--- config.mk ---
export PLATFORM = sky130hd
export DESIGN_NAME = mux_pipe_stage_flat
export DESIGN_NICKNAME = d
export VERILOG_FILES = /design/src/rtl/mux_pipe_stage_if.sv /design/src/rtl/mux_pipe_stage.sv /design/src/flat_wrapper.sv
export SDC_FILE = /design/constraint.sdc
export NUM_CORES = 1
export LEC_CHECK = 0
export CAP_MARGIN = 20
export CORE_MARGIN = 1
export CORE_UTILIZATION = 42
export DETAILED_ROUTE_END_ITERATION = 8
export GPL_ROUTABILITY_DRIVEN = 0
export HOLD_SLACK_MARGIN = 0.15
export PLACE_DENSITY = 0.81
export SYNTH_ARGS = -nofsm -noshare
export SYNTH_HDL_FRONTEND = slang
export SYNTH_SLANG_ARGS = --single-unit
--- constraint.sdc ---
create_clock -name clk -period 2.9 [get_ports clk]
set_input_delay 0.87 -clock clk [delete_from_list [all_inputs] [get_ports clk]]
set_output_delay 0.87 -clock clk [all_outputs]
set_load 0.1 [all_outputs]
--- src/rtl/mux_pipe_stage_if.sv ---
// Handshake bundle for mux_pipe_stage: upstream select/valid/ready,
// downstream data/valid/ready, flush and the sticky select-error flag.
interface mux_pipe_stage_if #(
  parameter int unsigned WIDTH      = 32,
  parameter int unsigned NUM_INPUTS = 4,
  parameter int unsigned SEL_WIDTH  = 2
);
  logic [NUM_INPUTS*WIDTH-1:0] words;
  logic [SEL_WIDTH-1:0]        sel;
  logic                        up_valid;
  logic                        up_ready;
  logic [WIDTH-1:0]            dn_data;
  logic                        dn_valid;
  logic                        dn_ready;
  logic                        flush;
  logic                        sel_error;

  modport master (
    output words, sel, up_valid, dn_ready, flush,
    input  up_ready, dn_data, dn_valid, sel_error
  );

  modport slave (
    input  words, sel, up_valid, dn_ready, flush,
    output up_ready, dn_data, dn_valid, sel_error
  );
endinterface

--- src/rtl/mux_pipe_stage.sv ---
// Registered N:1 multiplexer with valid/ready handshake and a one-entry skid register.
// Optional out-of-range select checking is enabled by defining MUX_SEL_CHECK_EN.
module mux_pipe_stage #(
  parameter int unsigned WIDTH      = 32,
  parameter int unsigned NUM_INPUTS = 4,
  parameter int unsigned SEL_WIDTH  = 2
) (
  input logic             clk,
  input logic             rst,
  mux_pipe_stage_if.slave bus
);

  logic [WIDTH-1:0] word;
  logic [WIDTH-1:0] out_data;
  logic [WIDTH-1:0] skid_data;
  logic             out_valid;
  logic             skid_valid;
  logic             ready_q;
  logic             accept;

  assign accept       = bus.up_valid & ready_q;
  assign bus.up_ready = ready_q;
  assign bus.dn_data  = out_data;
  assign bus.dn_valid = out_valid;

`ifdef MUX_SEL_CHECK_EN
  logic sel_bad;
  logic sel_error_q;

  assign sel_bad = 32'(bus.sel) >= NUM_INPUTS;

  always_comb begin
    word = '0;
    for (int unsigned i = 0; i < NUM_INPUTS; i++) begin
      if (32'(bus.sel) == i) word = bus.words[i*WIDTH +: WIDTH];
    end
  end

  always_ff @(posedge clk or posedge rst) begin
    if (rst) sel_error_q <= 1'b0;
    else if (accept && sel_bad) sel_error_q <= 1'b1;
  end

  assign bus.sel_error = sel_error_q;
`else
  // Out-of-range selects fall through to input 0.
  always_comb begin
    word = bus.words[WIDTH-1:0];
    for (int unsigned i = 1; i < NUM_INPUTS; i++) begin
      if (32'(bus.sel) == i) word = bus.words[i*WIDTH +: WIDTH];
    end
  end

  assign bus.sel_error = 1'b0;
`endif

  // ready_q mirrors ~skid_valid as a flop, held low through reset.
  always_ff @(posedge clk or posedge rst) begin
    if (rst) begin
      out_valid  <= 1'b0;
      out_data   <= '0;
      skid_valid <= 1'b0;
      skid_data  <= '0;
      ready_q    <= 1'b0;
    end else if (bus.flush) begin
      out_valid  <= 1'b0;
      skid_valid <= 1'b0;
      ready_q    <= 1'b1;
    end else if (!out_valid || bus.dn_ready) begin
      if (skid_valid) begin
        out_data   <= skid_data;
        out_valid  <= 1'b1;
        skid_valid <= accept;
        ready_q    <= !accept;
        if (accept) skid_data <= word;
      end else begin
        out_valid <= accept;
        ready_q   <= 1'b1;
        if (accept) out_data <= word;
      end
    end else if (accept) begin
      skid_data  <= word;
      skid_valid <= 1'b1;
      ready_q    <= 1'b0;
    end
  end

endmodule
--- src/flat_wrapper.sv ---
// flat-port wrapper written by rule: the top's interface ports become plain ports
module mux_pipe_stage_flat 
#(
  parameter int unsigned WIDTH      = 32,
  parameter int unsigned NUM_INPUTS = 4,
  parameter int unsigned SEL_WIDTH  = 2
)
  (clk, rst, bus_words, bus_sel, bus_up_valid, bus_dn_ready, bus_flush, bus_up_ready, bus_dn_data, bus_dn_valid, bus_sel_error);
  mux_pipe_stage_if #(.WIDTH(WIDTH), .NUM_INPUTS(NUM_INPUTS), .SEL_WIDTH(SEL_WIDTH)) bus_i ();
  input logic clk;
  input logic rst;
  input wire logic [$bits(bus_i.words)-1:0] bus_words;
  input wire logic [$bits(bus_i.sel)-1:0] bus_sel;
  input wire logic [$bits(bus_i.up_valid)-1:0] bus_up_valid;
  input wire logic [$bits(bus_i.dn_ready)-1:0] bus_dn_ready;
  input wire logic [$bits(bus_i.flush)-1:0] bus_flush;
  output wire logic [$bits(bus_i.up_ready)-1:0] bus_up_ready;
  output wire logic [$bits(bus_i.dn_data)-1:0] bus_dn_data;
  output wire logic [$bits(bus_i.dn_valid)-1:0] bus_dn_valid;
  output wire logic [$bits(bus_i.sel_error)-1:0] bus_sel_error;
  assign bus_i.words = bus_words;
  assign bus_i.sel = bus_sel;
  assign bus_i.up_valid = bus_up_valid;
  assign bus_i.dn_ready = bus_dn_ready;
  assign bus_i.flush = bus_flush;
  assign bus_up_ready = bus_i.up_ready;
  assign bus_dn_data = bus_i.dn_data;
  assign bus_dn_valid = bus_i.dn_valid;
  assign bus_sel_error = bus_i.sel_error;
  mux_pipe_stage #(.WIDTH(WIDTH), .NUM_INPUTS(NUM_INPUTS), .SEL_WIDTH(SEL_WIDTH)) u_core (.clk(clk), .rst(rst), .bus(bus_i));
endmodule
After elaboration in Yosys (flattened, before gate mapping)
Cells that the tools add are included.
{ "classes": {"shift": 0, "mul": 0, "magnitude_cmp": 0, "div_mod_pow": 0, "bitwise": 2, "n_mux": 19, "n_eq_ne": 4, "n_reduce_logical": 8, "n_addsub": 0} }
{ "ops": {"columns": ["cell", "n"], "rows": [
  ["two-way mux 32 bit", 8],
  ["two-way mux 1 bit", 11],
  ["== test 2 bit (second input constant)", 2],
  ["nonzero test 2 bit", 2],
  ["AND reduction 3 bit", 1],
  ["nonzero test 3 bit", 1],
  ["== test 2 x 1 -> 1 bit (second input constant)", 1],
  ["zero test 1 bit", 2],
  ["!= test 2 x 1 -> 1 bit (second input constant)", 1],
  ["AND reduction 2 bit", 1],
  ["bitwise AND 1 bit", 1],
  ["logical OR 1 bit", 1],
  ["NOT 1 bit", 1]
]} }
{ "totals": {"n_memories": 0, "ramBits": 0, "in_bits": 135, "rom_bits": 0, "elab_cells": 38, "latch_bits": 0, "regBits": 67} }

Logic depth before layout (Yosys ltp)
Gate-level depths: netlist (run 1).
{ "depth": {"depth_word": 7, "mapped_depth": 5} }

Worst setup path before layout (run 1)
No wires, ideal clock.
{ "synth_path": {"path_type": "input to register", "startpoint": "input port bus_sel[0]", "endpoint": "register u_core.out_data[10], in the netlist u_core.bus.dn_data[10]", "t_required_ns": 2.774, "setup_ns": 0.126, "slack_ns": 0.641, "n_path_buf": 2, "stages": 5, "arrival_time_ns": 2.133, "cell_sequence": "buf_6 -> buf_12 -> mux4_2 -> mux2_2 -> mux2_4"} }
{ "synth_between": {"elab_chain_len": 6, "elab_cells_between_ends": 8, "classes_between": "3 x eq/ne; 5 x mux"} }
{ "synth_lines": {"columns": ["element", "line_no", "source"], "rows": [
  ["from (decl)", "flat_wrapper.sv:13", "input wire logic [$bits(bus_i.sel)-1:0] bus_sel;"],
  ["== test 2 x 1 -> 1 bit", "mux_pipe_stage.sv:50", "if (32'(bus.sel) == i) word = bus.words[i*WIDTH +: WIDTH];"],
  ["two-way mux 32 bit (2 in a row)", "mux_pipe_stage.sv:50", null],
  ["two-way mux 32 bit (*)", "mux_pipe_stage.sv:50", null],
  ["two-way mux 32 bit (*)", "mux_pipe_stage.sv:79", "if (accept) out_data <= word;"],
  ["two-way mux 32 bit (*)", "mux_pipe_stage.sv:70", "if (skid_valid) begin"],
  ["to (signal assigned)", "mux_pipe_stage.sv:71", "out_data <= skid_data;"],
  ["to (signal assigned)", "mux_pipe_stage.sv:79", null],
  ["to (decl)", "mux_pipe_stage.sv:14", "logic [WIDTH-1:0] out_data;"]
]} }
Mark *: on every way between the ends. The rest lies on a longest branch, timed or not. The select of a mux whose other input is x is not followed.
A chain may end at the register's enable or synchronous reset.

Final worst setup path (run 1)
{ "layout_path": {"startpoint": "input port bus_up_valid", "endpoint": "register u_core.out_data[14], in the netlist u_core.bus.dn_data[14]"} }
{ "layout_between": {"elab_chain_len": 3} }
{ "layout_lines": {"columns": ["element", "line_no", "source"], "rows": [
  ["from (decl)", "flat_wrapper.sv:14", "input wire logic [$bits(bus_i.up_valid)-1:0] bus_up_valid;"],
  ["bitwise AND 1 bit", "mux_pipe_stage.sv:21", "assign accept = bus.up_valid & ready_q;"],
  ["nonzero test 2 bit (no line)", null, null],
  ["AND reduction 3 bit (no line)", null, null]
]} }
Every way passes these cells.

==> results of run 1 <==
state kept, by name (all words and copies together) (netlist names):
name	flops
u_core.bus.dn_data	32
u_core.bus.dn_valid	1
u_core.bus.up_ready	1
u_core.skid_data	32
u_core.skid_valid	1
worst register-to-register path, delay by kind of cell (launching register included):
kind | cells | cell delay [ns]
mux | 1 | 0.39
flops | 1 | 0.93
simple gates | 1 | 0.20
buf+inv | 1 | 0.31
compound gates | 1 | 0.18
power by group:
| part | internal [uW] | switching [uW] | leakage (uW) | total (uW) |
|---|---|---|---|---|
| clock network | 592 | 341 | 0.000123 | 933 |
| registers | 1210 | 140 | 0.000800 | 1350 |
| logic | 648 | 1140 | 0.00140 | 1790 |
| total | 2450 | 1620 | 0.00232 | 4070 |
layer usage:
metal  part of all wire  routed length, microns  track usage
met5                  0                       0            0
met4             0.0047                      41      0.05882
met2               0.54                    4751       0.3644
met3              0.065                     570      0.05164
met1               0.39                    3439       0.2420
stage by stage:
step / util / instances / cell area (sq um) / worst slack [ns]
CTS: 0.6521 / 510 / 5659 / 0.7369
finish: 0.6521 / 510 / 5659 / 0.7512
global placement: 0.6243 / 494 / 5418 / 0.4105
global route: 0.6521 / 510 / 5659 / 0.6617
floorplan: - / 228 / 3757 / 0.3468
detailed placement: 0.6243 / 494 / 5418 / 0.3753
cell usage in the layout (no fill, tap or decap), types with 2 or more instances in the layout:
| cell | n |
|---|---|
| mux4_1 | 2 |
| dfrtp_1 | 66 |
| bufinv_16 | 3 |
| buf_4 | 39 |
| and2_1 | 2 |
| buf_12 | 3 |
| mux2_4 | 6 |
| buf_2 | 2 |
| clkbuf_8 | 10 |
| mux2_2 | 90 |
| a21oi_1 | 2 |
| inv_1 | 2 |
| clkdlybuf4s50_1 | 132 |
| mux4_2 | 30 |
| clkinv_2 | 2 |
worst max-delay path by stage:
| stage | cells past startpoint | endpoint |
|---|---|---|
| after floorplan | 1 | u_core.bus.dn_data[0]$_DFFE_PP0P_ |
| after global placement | 5 | u_core.bus.dn_data[0]$_DFFE_PP0P_ |
| after detailed placement | 5 | u_core.bus.dn_data[31]$_DFFE_PP0P_ |
| after CTS | 5 | u_core.bus.dn_data[31]$_DFFE_PP0P_ |
| after global routing | 4 | u_core.bus.dn_data[16]$_DFFE_PP0P_ |
| final | 5 | u_core.bus.dn_data[14]$_DFFE_PP0P_ |
area by class of cell:
type / count / area [sq um] / share of cell area
clock buffer: 11 / 141.4 / 0.02498
clock inverter: 5 / 100.1 / 0.01769
inverter: 3 / 11.26 / 0.001990
multi-input combinational: 140 / 1909 / 0.3374
sequential: 67 / 1678 / 0.2965
tap: 108 / 135.1 / 0.02388
timing repair buffer: 176 / 1684 / 0.2976
cells by family (layout without fill, tap and decap cells):
kind of cell             after synthesis  after routing
AO/OA/AOI/OAI                          4              4
AND/OR/NAND/NOR                        6              6
other                                  1              1
multiplexers                         128            128
flip-flops                            67             67
buffers and inverters                 21            195
adder cells (fa/ha/maj)                1              1
==> results_dict.tcl, run 1 <==
set metrics [dict create \
    synth_top_area_frac 0.4462 \
    powerDensity_mw_per_mm2 718.3 \
    numPortBuffers 168 \
    synth_area_leaders "dfrtp_1 (45%), mux2_2 (27%), mux4_2 (18%)" \
    cap_violations 0 \
    initial_utilization 0.4330 \
    path_delay_family "buffers and inverters" \
    worstPathArrival_ns 2.37 \
    synth_commonest_cells "mux2_2 (90), dfrtp_1 (67), mux4_2 (30), buf_2 (6), mux2_4 (6)" \
    post-route-period-util 0.7410 \
    startpoint_type "primary input" \
    grt_pass1_vias 2874 \
    post_cts_buffers 0 \
    crit_chain "clkdlybuf4s50_1 -> a21oi_1 -> nor3_2 -> buf_4 -> mux2_2" \
    critPathBufInv 2 \
    grt_pass1_wl_microns 14000 \
    wl_per_cell_microns 17.26 \
    syn-mean-instance-area_sq_um 16.48 \
    cp_data_required_time_ns 3.12 \
    ant_nets 0 \
    vias_per_cell 5.218 \
    ys_types 20 \
    synth-main-ff-cell "dfrtp_1" \
    cp-end-kind "register" \
    gr-usage-all-layers 0.2041 \
    fmax_mhz 465.4 \
    root_buffer "clkbuf_8" \
    vdd_drop_max_uv 396.7 \
    yosys.area.top_type "dfrtp_1" \
    slowest_delay_ns 0.49 \
    syn_inst 228 \
    synthToLayoutAreaGrowth_pct 50.62 \
    syn-num-nets 363 \
    cts_tree "done" \
    worstMarginPinSlew_ns 0.8832 \
    synth-simple-area-share 0.008658 \
    run_status "finished clean" \
    antenna_found_initial 0 \
    synth_most_common_cell "mux2_2" \
    grt_max_degree 38 \
    wl_microns 8802 \
    cts_resized 0 \
    htreeDepth 3 \
    relSlewSlack 0.4112 \
    worstHoldPathType "reg -> reg" \
    synth_top_family_by_area "multiplexers" \
    synth_xor_area_frac 0 \
    r2r_end "u_core.bus.dn_data[14]$_DFFE_PP0P_" \
    synth-async-reset-ratio 1.000 \
    crit_slowest_cell "clkdlybuf4s50_1" \
    clk_pin_slew_worst_paths_ns 0.07 \
    synthMuxAreaShare 0.4875 \
    finClkSkew_ns 0.008297 \
    finalPower_uw 4065 \
    setup_viol 0 \
    cts_inserted_buffers 9 \
    worstHoldStart "u_core.skid_data[2]$_DFFE_PP0P_" \
    netlist_area_sq_mm 0.003757 \
    drt-initial-drc-count 47 \
    fp.dieH_microns 96.59 \
    synth_edf_count 0 \
    r2r_slack_ns 0.77 \
    fill_cells 658 \
    die-area_sq_mm 0.009329 \
    clock_latency_ns 0.34 \
    yosys.area_share.adder 0.002664 \
    finalSetupTns_ns 0 \
    cts.hold.buffers_added 0 \
    num_vias 2661 \
    num_rows 34 \
    yosysWarnings 0 \
    ys_ff_latch 67 \
    core_area_sq_mm 0.008678 \
    cts_buffer_depth 2 \
    ios 170 \
    critical_path_class "in -> reg" \
    hold_end "u_core.skid_data[2]$_DFFE_PP0P_" \
    drc 0 \
    die_w_microns 96.59 \
    reg2reg_depth 4 \
    r2r_start "u_core.skid_valid$_DFFE_PP0P_" \
    hold_slack_ns 0.5030 \
    startpoint "bus_up_valid" \
    yosysSeqAreaShare 0.4462 \
    slew_violations 0 \
    synth_compound_area_frac 0.006993 \
    hpwl_microns 6551 \
    whs_path_depth 1 \
    rsz0062_at_grt "no" \
    fin_crit_ns 2.149 \
    power.leakage_uw 0.002320 \
    grt_overflow_total 0 \
    clock-sinks 67 \
    crit_fanout 18 \
    fin_nets 532 \
    first_pass_iters 5 \
    hold_violations 0 \
    drive_gt1_frac 0.4677 \
    diodes 0 \
]
No activity file was read; power rests on OpenSTA's default activity.
==> run 2: changes to the inputs <==
clock period = 2.2 ns   (was 2.9 ns; I/O delays follow)
==> run 2 against run 1 <==
First-iteration DRC count is 47% higher; sequential power up 31%; routed wire length decreased by 0.36%; clock-buffer cell count is 4 higher; highest routed layer unchanged.
==> results_dict.tcl, run 2 (synthesis gave the netlist of run 1 again) <==
set metrics [dict create \
    ios 170 \
    hold_end "u_core.skid_data[15]$_DFFE_PP0P_" \
    final_area_sq_mm 0.005723 \
    cp_data_required_time_ns 2.41 \
    hold_slack_ns 0.5019 \
    whs_path_depth 1 \
    powerDensity_mw_per_mm2 912.6 \
    startpoint_type "primary input" \
    cp-end-kind "register" \
    synthToLayoutAreaGrowth_pct 52.31 \
    root_buffer "clkbuf_8" \
    drive_gt1_frac 0.4706 \
    hpwl_microns 6923 \
    r2r_slack_ns 0.58 \
    worstHoldPathType "reg -> reg" \
    die-area_sq_mm 0.009329 \
    fp.dieH_microns 96.59 \
    fmax_mhz 515.6 \
    reg2reg_depth 4 \
    clock-sinks 67 \
    worstHoldStart "u_core.skid_data[15]$_DFFE_PP0P_" \
    r2r_end "u_core.bus.dn_data[20]$_DFFE_PP0P_" \
    finalPower_uw 5223 \
    cts_buffer_depth 2 \
    setup_viol 0 \
    final_common_cell "clkdlybuf4s50_1" \
    fin_util 0.6595 \
    placed_cell_area_sq_mm 0.005517 \
    ant_nets 0 \
    r2r_start "u_core.bus.dn_valid$_DFFE_PP0P_" \
    cap_violations 0 \
    grt_pass1_wl_microns 13770 \
    slew_violations 0 \
    hold_violations 0 \
    post-route-period-util 0.8815 \
    gr-usage-all-layers 0.1991 \
    finClkSkew_ns 0.009105 \
    worstPathArrival_ns 2.15 \
    crit_slowest_cell "clkdlybuf4s50_1" \
    post_cts_buffers 0 \
    grt_max_degree 33 \
    grt_pass1_vias 2970 \
    num_rows 34 \
    vdd_drop_max_uv 497.3 \
    layout_common_cells "clkdlybuf4s50_1 (132), mux2_2 (90), dfrtp_1 (66), buf_4 (41), mux4_2 (30)" \
    worstMarginPinSlew_ns 0.5023 \
    clock_latency_ns 0.33 \
    num_vias 2715 \
    fin_nets 538 \
    clk_pin_slew_worst_paths_ns 0.07 \
    critical_path_class "in -> reg" \
    cts_inserted_buffers 9 \
    run_status "finished clean" \
    cts.hold.buffers_added 0 \
    crit_chain "clkdlybuf4s50_1 -> a21oi_1 -> nor3_2 -> buf_4 -> mux2_2" \
    antenna_found_initial 0 \
    grt_overflow_total 0 \
    drc 0 \
    wl_microns 8770 \
    crit_fanout 14 \
    finalSetupTns_ns 0 \
    die_w_microns 96.59 \
    relSlewSlack 0.6645 \
    core_area_sq_mm 0.008678 \
    first_pass_iters 4 \
    cts_resized 0 \
    power.leakage_uw 0.002348 \
    initial_utilization 0.4330 \
    cts_tree "done" \
    critPathBufInv 2 \
    path_delay_family "buffers and inverters" \
    rsz0062_at_grt "no" \
    fill_cells 664 \
    vias_per_cell 5.262 \
    drt-initial-drc-count 69 \
    htreeDepth 3 \
    fin_crit_ns 1.939 \
    slowest_delay_ns 0.51 \
    diodes 0 \
    wl_per_cell_microns 17.00 \
    numPortBuffers 168 \
]
==> run 2: changes by cell type in the layout (fill, tap and decap cells not counted), sizes merged <==
| cell | change |
|---|---|
| bufinv | -2 |
| buf | +6 |
| clkinvlp | +1 |
| clkbuf | +4 |
| clkinv | -2 |
| inv | -1 |
==> run 2: final cells by class <==
cell class,instances,area (sq um),area share
Clock inverter,1,30.03,0.005247
Multi-Input combinational cell,140,1909,0.3336
Tap cell,108,135.1,0.02361
Timing Repair Buffer,182,1779,0.3109
Inverter,3,15.01,0.002624
Clock buffer,15,176.4,0.03083
Sequential cell,67,1678,0.2932
==> run 2: through the flow <==
stage | cells | setup WS, ns
5_1_grt | 516 | 0.1770
2_1_floorplan | 228 | 0.002905
4_1_cts | 516 | 0.2658
3_3_place_gp | 500 | -0.03022
3_5_place_dp | 500 | -0.08736
6_report | 516 | 0.2606
==> run 2: report_power, final <==
part | leakage, uW | internal, uW | switching (uW) | total, uW
Clock | 0.000104 | 619 | 436 | 1060
Sequential | 0.000800 | 1590 | 183 | 1770
Combinational | 0.00144 | 880 | 1520 | 2400
==> run 2: worst reg2reg max path: stages, from the launching register on <==
cell	delay, ns
dfrtp_1	0.38
nor2b_1	0.19
nor3_2	0.26
buf_4	0.31
mux2_2	0.38
==> run 2: worst max path at each step <==
stage	start	to	slack, ns	depth (start not counted)
final	bus_up_valid	u_core.bus.dn_data[20]$_DFFE_PP0P_	0.26	5
after floorplan	u_core.bus.up_ready$_DFFE_PP0P_	u_core.bus.dn_data[0]$_DFFE_PP0P_	0.003	4
after global placement	bus_words[64]	u_core.bus.dn_data[0]$_DFFE_PP0P_	-0.03	4
after detailed placement	bus_up_valid	u_core.skid_data[4]$_DFFE_PP0P_	-0.09	5
after CTS	bus_dn_ready	u_core.skid_data[4]$_DFFE_PP0P_	0.27	5
after global routing	bus_dn_ready	u_core.bus.dn_data[12]$_DFFE_PP0P_	0.18	5
==> run 2: metal layers <==
layer  share of wire  wire [microns]  GRT usage
met5               0               0          0
met4           0.012             102    0.06740
met3           0.075             658    0.04147
met2            0.54            4718     0.3644
met1            0.38            3290     0.2299
